<file path="src/rtl/si5345_spi_master.sv">
`default_nettype none
// ============================================================================
// Module   : si5345_spi_master
// Purpose  : Register-level SPI master for the Si5345 jitter attenuator.
//            Turns single-byte read/write requests on a 16-bit register
//            address into Si5345 16-bit command frames (page select, set
//            address, write/read data). It remembers the current page, so
//            repeated accesses inside one page skip the two page frames.
// Ports    : clk_40m_i / reset_n_i   - 40 MHz clock, sync active-low reset
//            req_i, wr_i, addr_i,
//            wdata_i                 - request (latched while not busy)
//            busy_o, done_o, rdata_o - status, completion pulse, read byte
//            spi_sclk_o, spi_cs_n_o,
//            spi_mosi_o, spi_miso_i  - SPI mode 0 bus, MSB first
// Revision : 1.0 - initial release
// ============================================================================
module si5345_spi_master #(
    parameter int CLK_DIV = 4,   // SCLK half-period in clk cycles (>= 1)
    parameter int CS_GAP  = 4    // minimum CS high time between frames (>= 1)
) (
    input  logic        clk_40m_i,
    input  logic        reset_n_i,
    input  logic        req_i,
    input  logic        wr_i,
    input  logic [15:0] addr_i,
    input  logic [7:0]  wdata_i,
    output logic        busy_o,
    output logic        done_o,
    output logic [7:0]  rdata_o,
    output logic        spi_sclk_o,
    output logic        spi_cs_n_o,
    output logic        spi_mosi_o,
    input  logic        spi_miso_i
);

    localparam int c_CNT_MAX = (CLK_DIV > CS_GAP) ? CLK_DIV : CS_GAP;
    localparam int c_CNT_W   = (c_CNT_MAX > 1) ? $clog2(c_CNT_MAX) : 1;
    localparam logic [c_CNT_W-1:0] c_DIV_LOAD = c_CNT_W'(CLK_DIV - 1);
    localparam logic [c_CNT_W-1:0] c_GAP_LOAD = c_CNT_W'(CS_GAP - 1);
    localparam logic [c_CNT_W-1:0] c_CNT_ONE  = c_CNT_W'(1);

    // Frame word selection is combinational, so moving to the next frame
    // costs no extra cycle: CS_SETUP follows the accept or CS_GAP directly.
    typedef enum logic [2:0] {
        S_IDLE     = 3'd0,
        S_CS_SETUP = 3'd1,
        S_SHIFT_LO = 3'd2,
        S_SHIFT_HI = 3'd3,
        S_CS_HOLD  = 3'd4,
        S_CS_GAP   = 3'd5,
        S_DONE     = 3'd6
    } state_t;

    // Frame k of an access. Without page frames the list starts at the
    // address frame, hence the +2 offset into the full four-frame list.
    function automatic logic [15:0] frame_word(input logic        pm,
                                               input logic [1:0]  idx,
                                               input logic        wr,
                                               input logic [15:0] addr,
                                               input logic [7:0]  wdata);
        logic [1:0] k;
        k = pm ? idx : (idx + 2'd2);
        case (k)
            2'd0:    frame_word = 16'h0001;
            2'd1:    frame_word = {8'h40, addr[15:8]};
            2'd2:    frame_word = {8'h00, addr[7:0]};
            default: frame_word = wr ? {8'h40, wdata} : 16'h8000;
        endcase
    endfunction

    state_t               r_state,     w_state_nxt;
    logic [c_CNT_W-1:0]   r_div,       w_div_nxt;
    logic [3:0]           r_bit,       w_bit_nxt;
    logic [1:0]           r_frame,     w_frame_nxt;
    logic                 r_page_mode, w_page_mode_nxt;
    logic                 r_wr,        w_wr_nxt;
    logic [15:0]          r_addr,      w_addr_nxt;
    logic [7:0]           r_wdata,     w_wdata_nxt;
    logic [15:0]          r_tx,        w_tx_nxt;
    logic [7:0]           r_rx,        w_rx_nxt;
    logic [7:0]           r_rdata,     w_rdata_nxt;
    logic                 r_page_valid, w_page_valid_nxt;
    logic [7:0]           r_cur_page,  w_cur_page_nxt;
    logic                 r_sclk,      w_sclk_nxt;
    logic                 r_cs_n,      w_cs_n_nxt;
    logic                 r_mosi,      w_mosi_nxt;
    logic                 r_busy,      w_busy_nxt;
    logic                 r_done,      w_done_nxt;

    logic                 w_page_miss;
    logic [1:0]           w_last_frame;
    logic [15:0]          w_first_word;
    logic [15:0]          w_next_word;

    assign w_page_miss  = !r_page_valid || (addr_i[15:8] != r_cur_page);
    assign w_last_frame = r_page_mode ? 2'd3 : 2'd1;
    assign w_first_word = frame_word(w_page_miss, 2'd0, wr_i, addr_i, wdata_i);
    assign w_next_word  = frame_word(r_page_mode, r_frame + 2'd1, r_wr, r_addr, r_wdata);

    always_comb begin
        w_state_nxt      = r_state;
        w_div_nxt        = r_div;
        w_bit_nxt        = r_bit;
        w_frame_nxt      = r_frame;
        w_page_mode_nxt  = r_page_mode;
        w_wr_nxt         = r_wr;
        w_addr_nxt       = r_addr;
        w_wdata_nxt      = r_wdata;
        w_tx_nxt         = r_tx;
        w_rx_nxt         = r_rx;
        w_rdata_nxt      = r_rdata;
        w_page_valid_nxt = r_page_valid;
        w_cur_page_nxt   = r_cur_page;
        w_sclk_nxt       = r_sclk;
        w_cs_n_nxt       = r_cs_n;
        w_mosi_nxt       = r_mosi;
        w_busy_nxt       = r_busy;
        w_done_nxt       = 1'b0;

        case (r_state)
            // DONE is not busy, so a request there starts the next access
            // back-to-back, exactly like IDLE.
            S_IDLE, S_DONE: begin
                w_state_nxt = S_IDLE;
                if (req_i) begin
                    w_state_nxt     = S_CS_SETUP;
                    w_wr_nxt        = wr_i;
                    w_addr_nxt      = addr_i;
                    w_wdata_nxt     = wdata_i;
                    w_page_mode_nxt = w_page_miss;
                    w_frame_nxt     = 2'd0;
                    w_tx_nxt        = w_first_word;
                    w_mosi_nxt      = w_first_word[15];
                    w_cs_n_nxt      = 1'b0;
                    w_sclk_nxt      = 1'b0;
                    w_busy_nxt      = 1'b1;
                    w_div_nxt       = c_DIV_LOAD;
                end
            end
            S_CS_SETUP: begin
                if (r_div == '0) begin
                    w_state_nxt = S_SHIFT_LO;
                    w_div_nxt   = c_DIV_LOAD;
                    w_bit_nxt   = 4'd15;
                end else begin
                    w_div_nxt   = r_div - c_CNT_ONE;
                end
            end
            S_SHIFT_LO: begin
                if (r_div == '0) begin
                    // Rising SCLK edge: capture MISO on the same clk edge.
                    w_state_nxt = S_SHIFT_HI;
                    w_sclk_nxt  = 1'b1;
                    w_rx_nxt    = {r_rx[6:0], spi_miso_i};
                    w_div_nxt   = c_DIV_LOAD;
                end else begin
                    w_div_nxt   = r_div - c_CNT_ONE;
                end
            end
            S_SHIFT_HI: begin
                if (r_div == '0) begin
                    w_sclk_nxt = 1'b0;
                    w_div_nxt  = c_DIV_LOAD;
                    if (r_bit == 4'd0) begin
                        w_state_nxt = S_CS_HOLD;
                    end else begin
                        // Falling SCLK edge: present the next bit.
                        w_state_nxt = S_SHIFT_LO;
                        w_bit_nxt   = r_bit - 4'd1;
                        w_tx_nxt    = {r_tx[14:0], 1'b0};
                        w_mosi_nxt  = r_tx[14];
                    end
                end else begin
                    w_div_nxt = r_div - c_CNT_ONE;
                end
            end
            S_CS_HOLD: begin
                if (r_div == '0) begin
                    w_state_nxt = S_CS_GAP;
                    w_cs_n_nxt  = 1'b1;
                    w_mosi_nxt  = 1'b0;
                    w_div_nxt   = c_GAP_LOAD;
                    // Second page frame finished: the device now sits on
                    // this page.
                    if (r_page_mode && (r_frame == 2'd1)) begin
                        w_page_valid_nxt = 1'b1;
                        w_cur_page_nxt   = r_addr[15:8];
                    end
                end else begin
                    w_div_nxt = r_div - c_CNT_ONE;
                end
            end
            S_CS_GAP: begin
                if (r_div == '0) begin
                    if (r_frame == w_last_frame) begin
                        w_state_nxt = S_DONE;
                        w_done_nxt  = 1'b1;
                        w_busy_nxt  = 1'b0;
                        if (!r_wr) begin
                            w_rdata_nxt = r_rx;
                        end
                    end else begin
                        w_state_nxt = S_CS_SETUP;
                        w_frame_nxt = r_frame + 2'd1;
                        w_tx_nxt    = w_next_word;
                        w_mosi_nxt  = w_next_word[15];
                        w_cs_n_nxt  = 1'b0;
                        w_div_nxt   = c_DIV_LOAD;
                    end
                end else begin
                    w_div_nxt = r_div - c_CNT_ONE;
                end
            end
            default: begin
                w_state_nxt = S_IDLE;
            end
        endcase
    end

    always_ff @(posedge clk_40m_i) begin
        if (!reset_n_i) begin
            r_state      <= S_IDLE;
            r_div        <= '0;
            r_bit        <= 4'd0;
            r_frame      <= 2'd0;
            r_page_mode  <= 1'b0;
            r_wr         <= 1'b0;
            r_addr       <= 16'h0000;
            r_wdata      <= 8'h00;
            r_tx         <= 16'h0000;
            r_rx         <= 8'h00;
            r_rdata      <= 8'h00;
            r_page_valid <= 1'b0;
            r_cur_page   <= 8'h00;
            r_sclk       <= 1'b0;
            r_cs_n       <= 1'b1;
            r_mosi       <= 1'b0;
            r_busy       <= 1'b0;
            r_done       <= 1'b0;
        end else begin
            r_state      <= w_state_nxt;
            r_div        <= w_div_nxt;
            r_bit        <= w_bit_nxt;
            r_frame      <= w_frame_nxt;
            r_page_mode  <= w_page_mode_nxt;
            r_wr         <= w_wr_nxt;
            r_addr       <= w_addr_nxt;
            r_wdata      <= w_wdata_nxt;
            r_tx         <= w_tx_nxt;
            r_rx         <= w_rx_nxt;
            r_rdata      <= w_rdata_nxt;
            r_page_valid <= w_page_valid_nxt;
            r_cur_page   <= w_cur_page_nxt;
            r_sclk       <= w_sclk_nxt;
            r_cs_n       <= w_cs_n_nxt;
            r_mosi       <= w_mosi_nxt;
            r_busy       <= w_busy_nxt;
            r_done       <= w_done_nxt;
        end
    end

    assign busy_o     = r_busy;
    assign done_o     = r_done;
    assign rdata_o    = r_rdata;
    assign spi_sclk_o = r_sclk;
    assign spi_cs_n_o = r_cs_n;
    assign spi_mosi_o = r_mosi;

endmodule
`default_nettype wire
</file>
<file path="config.mk">
export PLATFORM = sky130hd
export DESIGN_NAME = si5345_spi_master
export DESIGN_NICKNAME = d
export VERILOG_FILES = /design/src/rtl/si5345_spi_master.sv
export SDC_FILE = /design/constraint.sdc
export NUM_CORES = 1
export LEC_CHECK = 0
export ABC_AREA = 1
export CORE_MARGIN = 4
export CORE_UTILIZATION = 61
export DETAILED_ROUTE_END_ITERATION = 10
export GPL_ROUTABILITY_DRIVEN = 1
export HOLD_SLACK_MARGIN = 0.15
export PLACE_DENSITY_LB_ADDON = 0.15
export SLEW_MARGIN = 20
export SYNTH_ARGS = -nofsm -noshare
export SYNTH_HDL_FRONTEND = slang
export SYNTH_SLANG_ARGS = --single-unit
</file>
<file path="constraint.sdc">
create_clock -name clk_40m_i -period 4.3 [get_ports clk_40m_i]
set_input_delay 0.86 -clock clk_40m_i [delete_from_list [all_inputs] [get_ports clk_40m_i]]
set_output_delay 0.86 -clock clk_40m_i [all_outputs]
set_load 0.02 [all_outputs]
</file>
== Word level (Yosys, flattened, before mapping) ==
Index checks and enable logic that the tools add are counted.
Widths: inputs -> output; s select.

* Add/subtract/negate cells: 4
* Multiply operators: 0
* Divide/modulo/power cells: 0
* Magnitude comparators: 0
* Eq/ne operators: 23
* Shifts and indexed selects: 0
* Muxes and demuxes: 53
* Bitwise gates (word level): 1
* Reduce and logical (&&, ||, !) cells: 31

{| class="wikitable"
|+ Operator list
! operator !! count
|-
| $pmux 16 s3 || 2
|-
| $mux 15 || 5
|-
| $pmux 15 s3 || 1
|-
| $mux 16 || 2
|-
| $mux 3 || 7
|-
| $mux 2 || 10
|-
| $reduce_and 4->1 || 5
|-
| $ne 2x2->1 const B || 9
|-
| $pmux 3 s6 || 1
|-
| $mux 1 || 15
|-
| $mux 4 || 3
|-
| $reduce_bool 3->1 || 4
|-
| $reduce_and 5->1 || 2
|-
| $eq 3x3->1 const B || 3
|-
| $reduce_and 3->1 || 3
|-
| $ne 8x8->1 || 1
|-
| $pmux 4 s2 || 1
|-
| $reduce_and 7->1 || 1
|-
| $eq 2x1->1 const B || 3
|-
| $eq 3x2->1 const B || 2
|-
| $logic_not 2->1 || 3
|-
| $pmux 1 s3 || 2
|-
| $pmux 2 s3 || 1
|-
| $reduce_and 6->1 || 1
|-
| 22 further kinds || 25
|}

* Bits in registers: 82
* Latch bits: 0
* RAM bits: 0
* Memory bits (read-only): 0
* Bits of input ports: 29
* Output and inout port bits: 13
* Logic and storage cells: 130
* Memories: 0

== Depth between registers and ports, before layout ==
Gate-level depths: netlist of run 1.

* Depth in word-level cells: 8
* Gate-level depth with buffers: 11
* Mapped depth without buffers: 11

== Worst setup path after synthesis of run 1 ==
OpenSTA, ideal clock, no wires.

* Path kind: input -> register
* Start: in addr_i[8]
* End: reg r_tx[1]
* Data arrival time: 1.713 ns
* Required time: 4.230 ns
* Slack: 2.517 ns
* Cell stages on the path: 6
* Cells stage by stage: inv_1 nand2_1 nand2_1 nor3_1 nand4_1 a21oi_1

* Longest elaborated chain between the ends: 7

{| class="wikitable"
|+ RTL lines
! item !! RTL line !! text
|-
| start, declared || 25 || <nowiki>input logic [15:0] addr_i,</nowiki>
|-
| $ne 8x8->1 * || 95 || <nowiki>assign w_page_miss = !r_page_valid || (addr_i[15:8] != r_cur_page);</nowiki>
|-
| $logic_or 1x1->1 * || 95 ||
|-
| $mux 2 * || 62 || <nowiki>k = pm ? idx : (idx + 2'd2);</nowiki>
|-
| $eq 2x2->1, or another cell as far along || 63 || <nowiki>case (k)</nowiki>
|-
| $pmux 16 s3 * || 63 ||
|-
| $mux 15 * || 125 || <nowiki>if (req_i) begin</nowiki>
|-
| $pmux 15 s3 * || 120 || <nowiki>case (r_state)</nowiki>
|-
| end signal, assigned || 249 || <nowiki>r_tx <= w_tx_nxt;</nowiki>
|-
| end, declared || 79 || <nowiki>logic [15:0] r_tx, w_tx_nxt;</nowiki>
|}

Mark *: on every way between the ends. The rest lies on a longest branch, timed or not. The select of a mux whose other input is x is not followed.
A chain may end at the register's enable or synchronous reset.

== Worst setup path in the final report of run 1 ==
* Start: reg r_state[2]
* End: reg r_addr[9]

* Longest elaborated chain between the ends: 3

{| class="wikitable"
|+ RTL lines
! item !! RTL line !! text
|-
| start, declared || 71 || <nowiki>state_t r_state, w_state_nxt;</nowiki>
|-
| start signal, assigned || 241 || <nowiki>r_state <= w_state_nxt;</nowiki>
|-
| $eq 3x3->1 / $logic_not 3->1 (equally long branches) || 120 ||
|-
| $reduce_or 2->1 * || 120 ||
|-
| $reduce_and 2->1 (no source line) * || -- ||
|-
| end signal, assigned || 247 || <nowiki>r_addr <= w_addr_nxt;</nowiki>
|-
| end, declared || 77 || <nowiki>logic [15:0] r_addr, w_addr_nxt;</nowiki>
|}

Mark *: on every way between the ends. The rest lies on a longest branch, timed or not.

==> metrics.cfg, run 1 <==
[clock_network]
ctsLongestPathBuffers=2
clock_latency_ns=0.36
cts-root-buf=clkbuf_8
cts_tree=yes
clk_pin_slew_ns=0.09
cts_buffers=9
cts_sinks=82
h-tree-depth=3
cts_resized=0
cts-hold-fix-buffers=0
post-cts-setup-buffers=0

[synth]
synth_seq_area_share_pct=40.8
synth-seq-cells=82
dominantRegCellSynth=dfxtp_1
synth_nets=637
async_flop_share_pct=0
netlist_area_mm2=0.00402
ys_types=30
synth_most_common_cell=nand2_1
synth-warning-count=0
synth_common_cells=nand2_1 (138), nor2_1 (101), dfxtp_1 (82)
synthTopCellsByArea=dfxtp_1 (41%), nand2_1 (13%), nor2_1 (9.4%)
synth_top_area_cell=dfxtp_1
syn_avg_cell_area_um2=6.67
synth_edf_count=0
yosysTopAreaCellShare_pct=40.8
synthCells=603

[power]
power_density_mw_per_mm2=566
peakVddDrop_v=0.000335
power_leakage_nw=2.00

[sta]
setup_ws_ns=1.77
setup_viol=0
max_freq_mhz=395
period_share_pct=58.9
fin_skew_ns=0.0106
drv_slew=0
post-route-min-period_ns=2.53
hold_viol_final=0
fin_tns_setup_ns=0
worst_pin_slew_ns=0.934
rsz0062_at_grt=false
maxSlewHeadroom_pct=37.2

[detailed_routing]
drc=0
routedWlPerCell_um=13.1
routed_wl_um=9390
first_pass_iters=5
drtIter0Drc=351
antenna_left=0
vias=3929
viasPerCell=5.50

[setup_path]
crit_required_ns=4.53
rr_endpoint=r_addr[9]
cp.arrival_ns=2.77
start_kind=flip-flop
worst-path-max-fanout=33
endpoint_kind=flip-flop
ff2ff_setup_slack_ns=1.77
r2r-start=r_state[2]
reg2reg_depth=7
path_class=reg2reg

[placed_design]
portBuffers=41
gp_congestion=0.891
pre_cts_slack_ns=1.51
hpwlAfterDp_um=6510
place_area_mm2=0.00442

[run_status]
outcome=finished, final reports clean

[hold_path]
holdPathEnd=rdata_o[5]
hold_path_startpoint=rdata_o[5]
hold_depth=2
hold_path_class=reg2reg

[grt]
first_global_vias=3519
top_usage_layer=met2
gr-total-overflow=0
grt_use_met1_pct=35.0
grt_util_met2_pct=38.8
antenna_found_initial=0
grt_use_total_pct=25.2
grt_pass1_wl_um=15800
grt_max_degree=41
grtUsageMet3_pct=3.69

[layout]
finalNetCount=666
final_area_mm2=0.00460
final_core_util_pct=72.0
area_growth_pct=14.3
antenna_cells=0
drive_above_1_share_pct=5.65

[floorplan]
core_mm2=0.00639
die_x_um=89.2
fp.dieH_um=89.2
ioPinCount=42
row_count=29
die-area_mm2=0.00796
initial_utilization_pct=63.0

[job]
drv.max_cap_violation_count=0

worst max path at each step:
stage               start           to  slack, ns  cells past startpoint
2_1_floorplan   addr_i[8]      r_tx[1]       2.52                      6
3_3_place_gp        req_i  r_page_mode       1.60                      6
3_5_place_dp        req_i  r_page_mode       1.51                      6
4_1_cts        r_state[2]    r_addr[9]       1.83                      7
5_1_grt        r_state[2]   r_state[0]       1.59                      7
6_report       r_state[2]    r_addr[9]       1.77                      7
per-layer routing:
layer  up-vias  wire length, µm
li1       1997                -
met1      1788             4440
met2       125             4230
met3        19              520
met4         0              202
met5         -                0
state kept, by name, summed over array words and instances (netlist names), 2 cells and up:
signal and flops:
r_addr 16, r_tx 15, r_frame 2, r_state 3, rdata_o 8, r_wdata 8, r_rx 8, r_div 2
r_bit 4, r_cur_page 8
area by class of cell:
type,instances,area [µm²]
clock buffers,9,124
clock inverters,7,56.3
fillers,555,1790
inverters,62,238
multi-input cells,435,2020
flip-flops and latches,82,1640
well taps,77,96.3
repair buffers,42,418
stage by stage:
step	cells	power [W]	hold WS, ns
2_1_floorplan	603	0.00188	0.433
3_3_place_gp	698	0.00202	0.442
3_5_place_dp	698	0.00207	0.454
4_1_cts	714	0.00260	0.469
5_1_grt	714	0.00281	0.494
6_report	714	0.00260	0.462
layout by cell type (no fill, tap or decap), types with 9 or more instances in the layout:
cell type        instances
nand2_1                138
inv_1                   55
o21ai_0                 58
clkdlybuf4s50_1         41
nor2_1                 101
dfxtp_1                 82
clkbuf_8                 9
nand3_1                 42
o21ai_1                  9
a21oi_1                 50
logic make-up (layout without fill, tap and decap cells):
logic type / after synthesis / after routing / share of synthesized area [%]
fa+ha+maj: 5 / 5 / 1.55
flops: 82 / 82 / 40.8
buf+inv: 86 / 120 / 8.89
compound gates: 121 / 121 / 15.3
simple gates: 306 / 306 / 32.8
xor+xnor: 3 / 3 / 0.653
critical path, cell delays in order (launching register included):
cell	delay (ns)
dfxtp_1	0.69
inv_2	0.13
nand3_1	0.11
nand2_1	0.10
nand2_1	0.54
inv_2	0.43
o21ai_0	0.32
a21oi_1	0.07
power by group:
part / total, W / internal [W] / switching (W)
logic: 0.000983 / 0.000342 / 0.000640
registers: 0.00109 / 0.000958 / 0.000130
clock network: 0.000532 / 0.000219 / 0.000313
Note: power is estimated with default switching activity, not from simulation.
==> inputs of run 2 (changes only) <==
CORE_UTILIZATION = 57   (was 61)
clock period = 2.6 ns   (was 4.3 ns; I/O delays follow)
==> run 2 against run 1 <==
Net effect:
- die area rose by 6.4%
- via count decreased by 0.48%
- critical endpoint is now r_state[0]
- maximum frequency grew 29%
- non-clock buffer count grew 5
- largest power group unchanged
- clock skew shrank 0.0047 ns
- routed wire length decreased by 1.5%
==> metrics.cfg, run 2 (synthesis results as in run 1) <==
[sta]
post-route-min-period_ns=1.96  ; -0.574 ns
fin_skew_ns=0.00585  ; -0.00470 ns
period_share_pct=75.4  ; +16 points
hold-worst-slack_ns=0.462  ; -0.0000540 ns
setup_viol=0  ; unchanged
hold_viol_final=0  ; unchanged
drv_slew=0  ; unchanged
worst_pin_slew_ns=0.550  ; -0.385 ns
rsz0062_at_grt=false
maxSlewHeadroom_pct=63.3  ; +26 points
max_freq_mhz=510  ; +29%
fin_tns_setup_ns=0  ; unchanged

[layout]
area_growth_pct=16.6
seq_area_mm2=0.00164  ; unchanged
antenna_cells=0  ; unchanged
multi_input_area_mm2=0.00202  ; unchanged
n_fill_cell=608  ; +9.5%
most-common-layout-cells=nand2_1 (138), nor2_1 (101), dfxtp_1 (82)
final_core_util_pct=68.7  ; -3.3 points
final_area_mm2=0.00469  ; +2.1%
largest_reg_flops=16  ; unchanged
finalNetCount=671  ; +0.75%
top_regs=r_addr: 16 flops, r_tx: 15 flops
drive_above_1_share_pct=6.39  ; +0.73 points
largest-register=r_addr
final_common_cell=nand2_1

[placed_design]
place_area_mm2=0.00449  ; +1.7%
gp_congestion=0.876  ; -1.7%
hpwlAfterDp_um=6520  ; +0.24%
portBuffers=41  ; unchanged

[floorplan]
core_mm2=0.00683  ; +7.0%
die-area_mm2=0.00847  ; +6.4%
row_count=30  ; +3.4%
ioPinCount=42  ; unchanged
die_x_um=92.0  ; +3.1%
fp.dieH_um=92.0  ; +3.1%
initial_utilization_pct=58.9  ; -4.1 points

[setup_path]
reg2reg_depth=6  ; -1
endpoint_kind=flip-flop
path_class=reg2reg
slowest_delay_ns=0.67  ; -0.02 ns
worst-path-max-fanout=33  ; unchanged
cp.arrival_ns=2.25  ; -0.52 ns
slowest_stage=dfxtp_1
path_cells=nand3_1, nand2_1, nand2_1, inv_2, o21ai_0, a21oi_1
ff2ff_setup_slack_ns=0.64  ; -1.13 ns
rr_endpoint=r_state[0]
r2r-start=r_state[2]
start_kind=flip-flop
crit_required_ns=2.89  ; -1.64 ns
cp_common_cell=nand2_1

[clock_network]
cts_sinks=82  ; unchanged
post-cts-setup-buffers=0  ; unchanged
cts_buffers=9  ; unchanged
clock_latency_ns=0.36  ; about the same
clk_pin_slew_ns=0.09  ; about the same
cts_resized=0  ; unchanged
cts-root-buf=clkbuf_8
cts-hold-fix-buffers=0  ; unchanged
ctsLongestPathBuffers=2  ; unchanged
h-tree-depth=3  ; unchanged
cts_tree=yes

[power]
power_leakage_nw=2.04  ; +1.9%
p_total_w=0.00439  ; +69%
power_density_mw_per_mm2=935  ; +65%
peakVddDrop_v=0.000419  ; +25%

[grt]
gr-total-overflow=0  ; unchanged
antenna_found_initial=0  ; unchanged
grt_max_degree=58  ; +41%
grt_pass1_wl_um=15900  ; +0.70%
first_global_vias=3602  ; +2.4%
grt_use_total_pct=23.0  ; -2.2 points

[hold_path]
hold_path_startpoint=r_div[1]
hold_depth=2  ; unchanged
holdPathEnd=r_div[1]
hold_path_class=reg2reg

[detailed_routing]
antenna_left=0  ; unchanged
routed_wl_um=9250  ; -1.5%
routedWlPerCell_um=12.5  ; -4.7%
first_pass_iters=6  ; +1
drtIter0Drc=298  ; -15%
vias=3910  ; -0.48%
viasPerCell=5.30  ; -3.7%
drc=0  ; unchanged

[run_status]
outcome=finished, final reports clean

[job]
drv.max_cap_violation_count=0  ; unchanged

[run 2: cell count changes in the layout (fill, tap and decap cells not counted), sizes merged]
| cell | previous run | this run |
|---|---|---|
| buf | 1 | 6 |
| bufinv | 0 | 1 |
| clkinv | 1 | 3 |
| inv | 67 | 64 |
[run 2: stage by stage]
step | setup WS, ns | std cells
2_1_floorplan | 1.07 | 603
3_3_place_gp | 0.495 | 722
3_5_place_dp | 0.422 | 722
4_1_cts | 0.672 | 738
5_1_grt | 0.484 | 738
6_report | 0.639 | 738
[run 2: power breakdown]
part / total, W / internal (W) / switching (W)
clock network: 0.000941 / 0.000452 / 0.000489
logic: 0.00165 / 0.000588 / 0.00106
registers: 0.00180 / 0.00158 / 0.000217
[run 2: area by class of cell]
class / count / share of cell area [%]
Sequential cell: 82 / 35.0
Timing Repair Buffer: 47 / 9.97
Multi-Input combinational cell: 435 / 43.1
Clock inverter: 7 / 1.65
Inverter: 62 / 5.07
Tap cell: 96 / 2.56
Clock buffer: 9 / 2.64
[run 2: how the worst max path moves through the flow]
stage	from	endpoint	cells past startpoint
2_1_floorplan	r_frame[1]	r_tx[14]	10
3_3_place_gp	addr_i[9]	r_tx[6]	9
3_5_place_dp	addr_i[9]	r_tx[1]	9
4_1_cts	r_state[2]	r_page_mode	7
5_1_grt	r_state[2]	r_addr[10]	6
6_report	r_state[2]	r_state[0]	6
[run 2: layer usage]
metal / global-route usage, % / vias to the layer above / part of all wire, %
li1: - / 2004 / -
met1: 30.9 / 1774 / 48
met2: 35.9 / 115 / 45
met3: 4.27 / 17 / 5.3
met4: 10.3 / 0 / 1.8
met5: 0 / - / 0
[run 2: critical path, delay by kind of cell (launching register included)]
kind | cells | cell delay (ns)
buf+inv | 1 | 0.43
flops | 1 | 0.67
compound gates | 2 | 0.35
simple gates | 3 | 0.43
==> RTL edit: new RTL, settings of run 2 <==
`r_addr`, `r_wdata`, `r_tx`, `r_rx` and `r_rdata` no longer have a reset.
--- a/src/rtl/si5345_spi_master.sv
+++ b/src/rtl/si5345_spi_master.sv
@@ -227,7 +227,2 @@
             r_wr         <= 1'b0;
-            r_addr       <= 16'h0000;
-            r_wdata      <= 8'h00;
-            r_tx         <= 16'h0000;
-            r_rx         <= 8'h00;
-            r_rdata      <= 8'h00;
             r_page_valid <= 1'b0;
@@ -246,7 +241,2 @@
             r_wr         <= w_wr_nxt;
-            r_addr       <= w_addr_nxt;
-            r_wdata      <= w_wdata_nxt;
-            r_tx         <= w_tx_nxt;
-            r_rx         <= w_rx_nxt;
-            r_rdata      <= w_rdata_nxt;
             r_page_valid <= w_page_valid_nxt;
@@ -261,2 +251,10 @@
 
+    always_ff @(posedge clk_40m_i) begin
+        r_addr  <= w_addr_nxt;
+        r_wdata <= w_wdata_nxt;
+        r_tx    <= w_tx_nxt;
+        r_rx    <= w_rx_nxt;
+        r_rdata <= w_rdata_nxt;
+    end
+
     assign busy_o     = r_busy;
Function: same outputs for any inputs over 10 cycles, from zero or initial values and one cycle with reset_n_i low; that may be too few to reach the edited logic, so the function may still have changed.
==> RTL edit against run 2 <==
  * Fmax fell by 3.7%
  * Worst hold slack got worse by 0.015 ns
  * Setup slack got worse by 0.074 ns
  * Area after synthesis fell by 8.7%
  * Design area fell by 5.0%
  * Combinational power fell by 4%
  * Sequential cell count did not move
  * Wire length fell by 13%
  * Total power rose by 7.1%
  * Critical path type unchanged
  * Critical endpoint is now rdata_o[7]
  * Largest cell class is now registers
  * Highest routed layer unchanged
==> RTL edit: results (changes against run 2) <==
[outcome]
status=complete, no violations

[detailed_routing]
dr.first_iter.drc_count=252  ; -15%
viasPerCell=5.47  ; +3.2%
drt_wl_total_mm=8.01  ; -13%

[synthesis]
synth_area_leaders=edfxtp_1, dfxtp_1, nand2_1, nor2_1, inv_1
synth-compound-area-share_pct=6.78  ; -8.5 points
synth_nets=436  ; -32%
synth_edf_count=55  ; +55
synth.distinct_cells=29  ; -3.3%
ys_top_cells_by_count=nand2_1, nor2_1, edfxtp_1
synthXorXnorAreaFrac_pct=1.19  ; +0.54 points
yosys.area_share.adder_pct=2.79  ; +1.2 points
synth_top_flop_cell=edfxtp_1

[clocking]
clk_path_buf_depth=2  ; unchanged
cts_hold_buf=0  ; unchanged
post_cts_resized=0  ; unchanged
cts-buffers-inserted=9  ; unchanged

[power]
p_leak_uw=0.00186  ; -8.5%
vdd_drop_max_uv=768  ; +83%

[setup_path]
cpPeakStageDelay_ns=0.59  ; -0.08 ns
worstPathArrival_ns=2.10  ; -0.15 ns
worstSetupStartpoint=r_state[0]
cp_max_fo=8  ; -76%
cp_top_family=simple AND/OR/NAND/NOR gates
rr_worst_depth=7  ; +1

[sta]
setup_viol=0  ; unchanged
worstMarginPinSlew_ns=0.712  ; +0.162 ns
finalClockSkew_ns=0.00723  ; +0.00138 ns

[placed_design]
gp_congestion=0.890  ; +1.6%
dpl_worst_slack_ns=0.418  ; -0.00357 ns
place_area_sq_um=4220  ; -6.2%
dpl.hpwl_mm=5.77  ; -11%

[global_route]
grt_max_degree=18  ; -69%
grt_pass1_vias=2908  ; -19%
grt_usage_pct=22.5  ; -0.43 points
grt_pass1_wl_mm=13.4  ; -16%

[final_layout]
final_nets=490  ; -27%
drive_gt1_share_pct=10.0  ; +3.6 points
fillerInstances=468  ; -23%

[hold_path]
min-delay-start=r_rx[7]
whs_path_depth=0  ; -2

## RTL edit: cell types whose count changed in the layout (fill, tap and decap cells not counted), moves of 5 or more
cell and delta:
nand3_1 -17, nand2_1 -48, nor2_1 -46, nor2_2 +8
edfxtp_1 +55, a21oi_1 -31, dfxtp_1 -55, o21ai_1 -5
inv_1 -11, o21ai_0 -36
## RTL edit: final cells by class
class | instances | area (sq um) | area share [%]
inverters | 53 | 199 | 4.46
flip-flops and latches | 82 | 2190 | 49.2
well taps | 75 | 93.8 | 2.11
repair buffers | 49 | 470 | 10.6
multi-input cells | 259 | 1260 | 28.3
clock inverters | 7 | 118 | 2.64
clock buffers | 9 | 124 | 2.78
## RTL edit: layer usage
layer  vias up  GRT usage [%]  share of wire (%)  routed length (um)
li1       1424              -                  -                   -
met1      1350           29.9                 43                3470
met2       130           35.8                 47                3780
met3        17           5.68                7.5                 598
met4         0           8.79                2.0                 161
met5         -              0                  0                   0
## RTL edit: power breakdown
part | leakage (uW) | internal [uW] | switching [uW] | total [uW]
combinational | 0.00100 | 502 | 1080 | 1580
clock | 0.000113 | 636 | 457 | 1090
sequential | 0.000745 | 1830 | 202 | 2030
total | 0.00186 | 2960 | 1740 | 4700
## RTL edit: final timing paths
check	end	slack (ns)
max	rdata_o[7]	0.56
min	rdata_o[7]	0.45
max reg2reg	rdata_o[7]	0.56
min reg2reg	rdata_o[7]	0.45
## RTL edit: cell families (layout without fill, tap and decap cells)
family	count (synthesis)	in the layout
simple gates	199	199
xor+xnor	5	5
fa+ha+maj	7	7
buf+inv	59	118
flops	82	82
compound gates	48	48
## RTL edit: through the flow
step,instances,total power (uW)
final,534,4700
after global routing,534,5000
after CTS,534,4680
after detailed placement,518,3590
after global placement,518,3530
after floorplan,400,3100
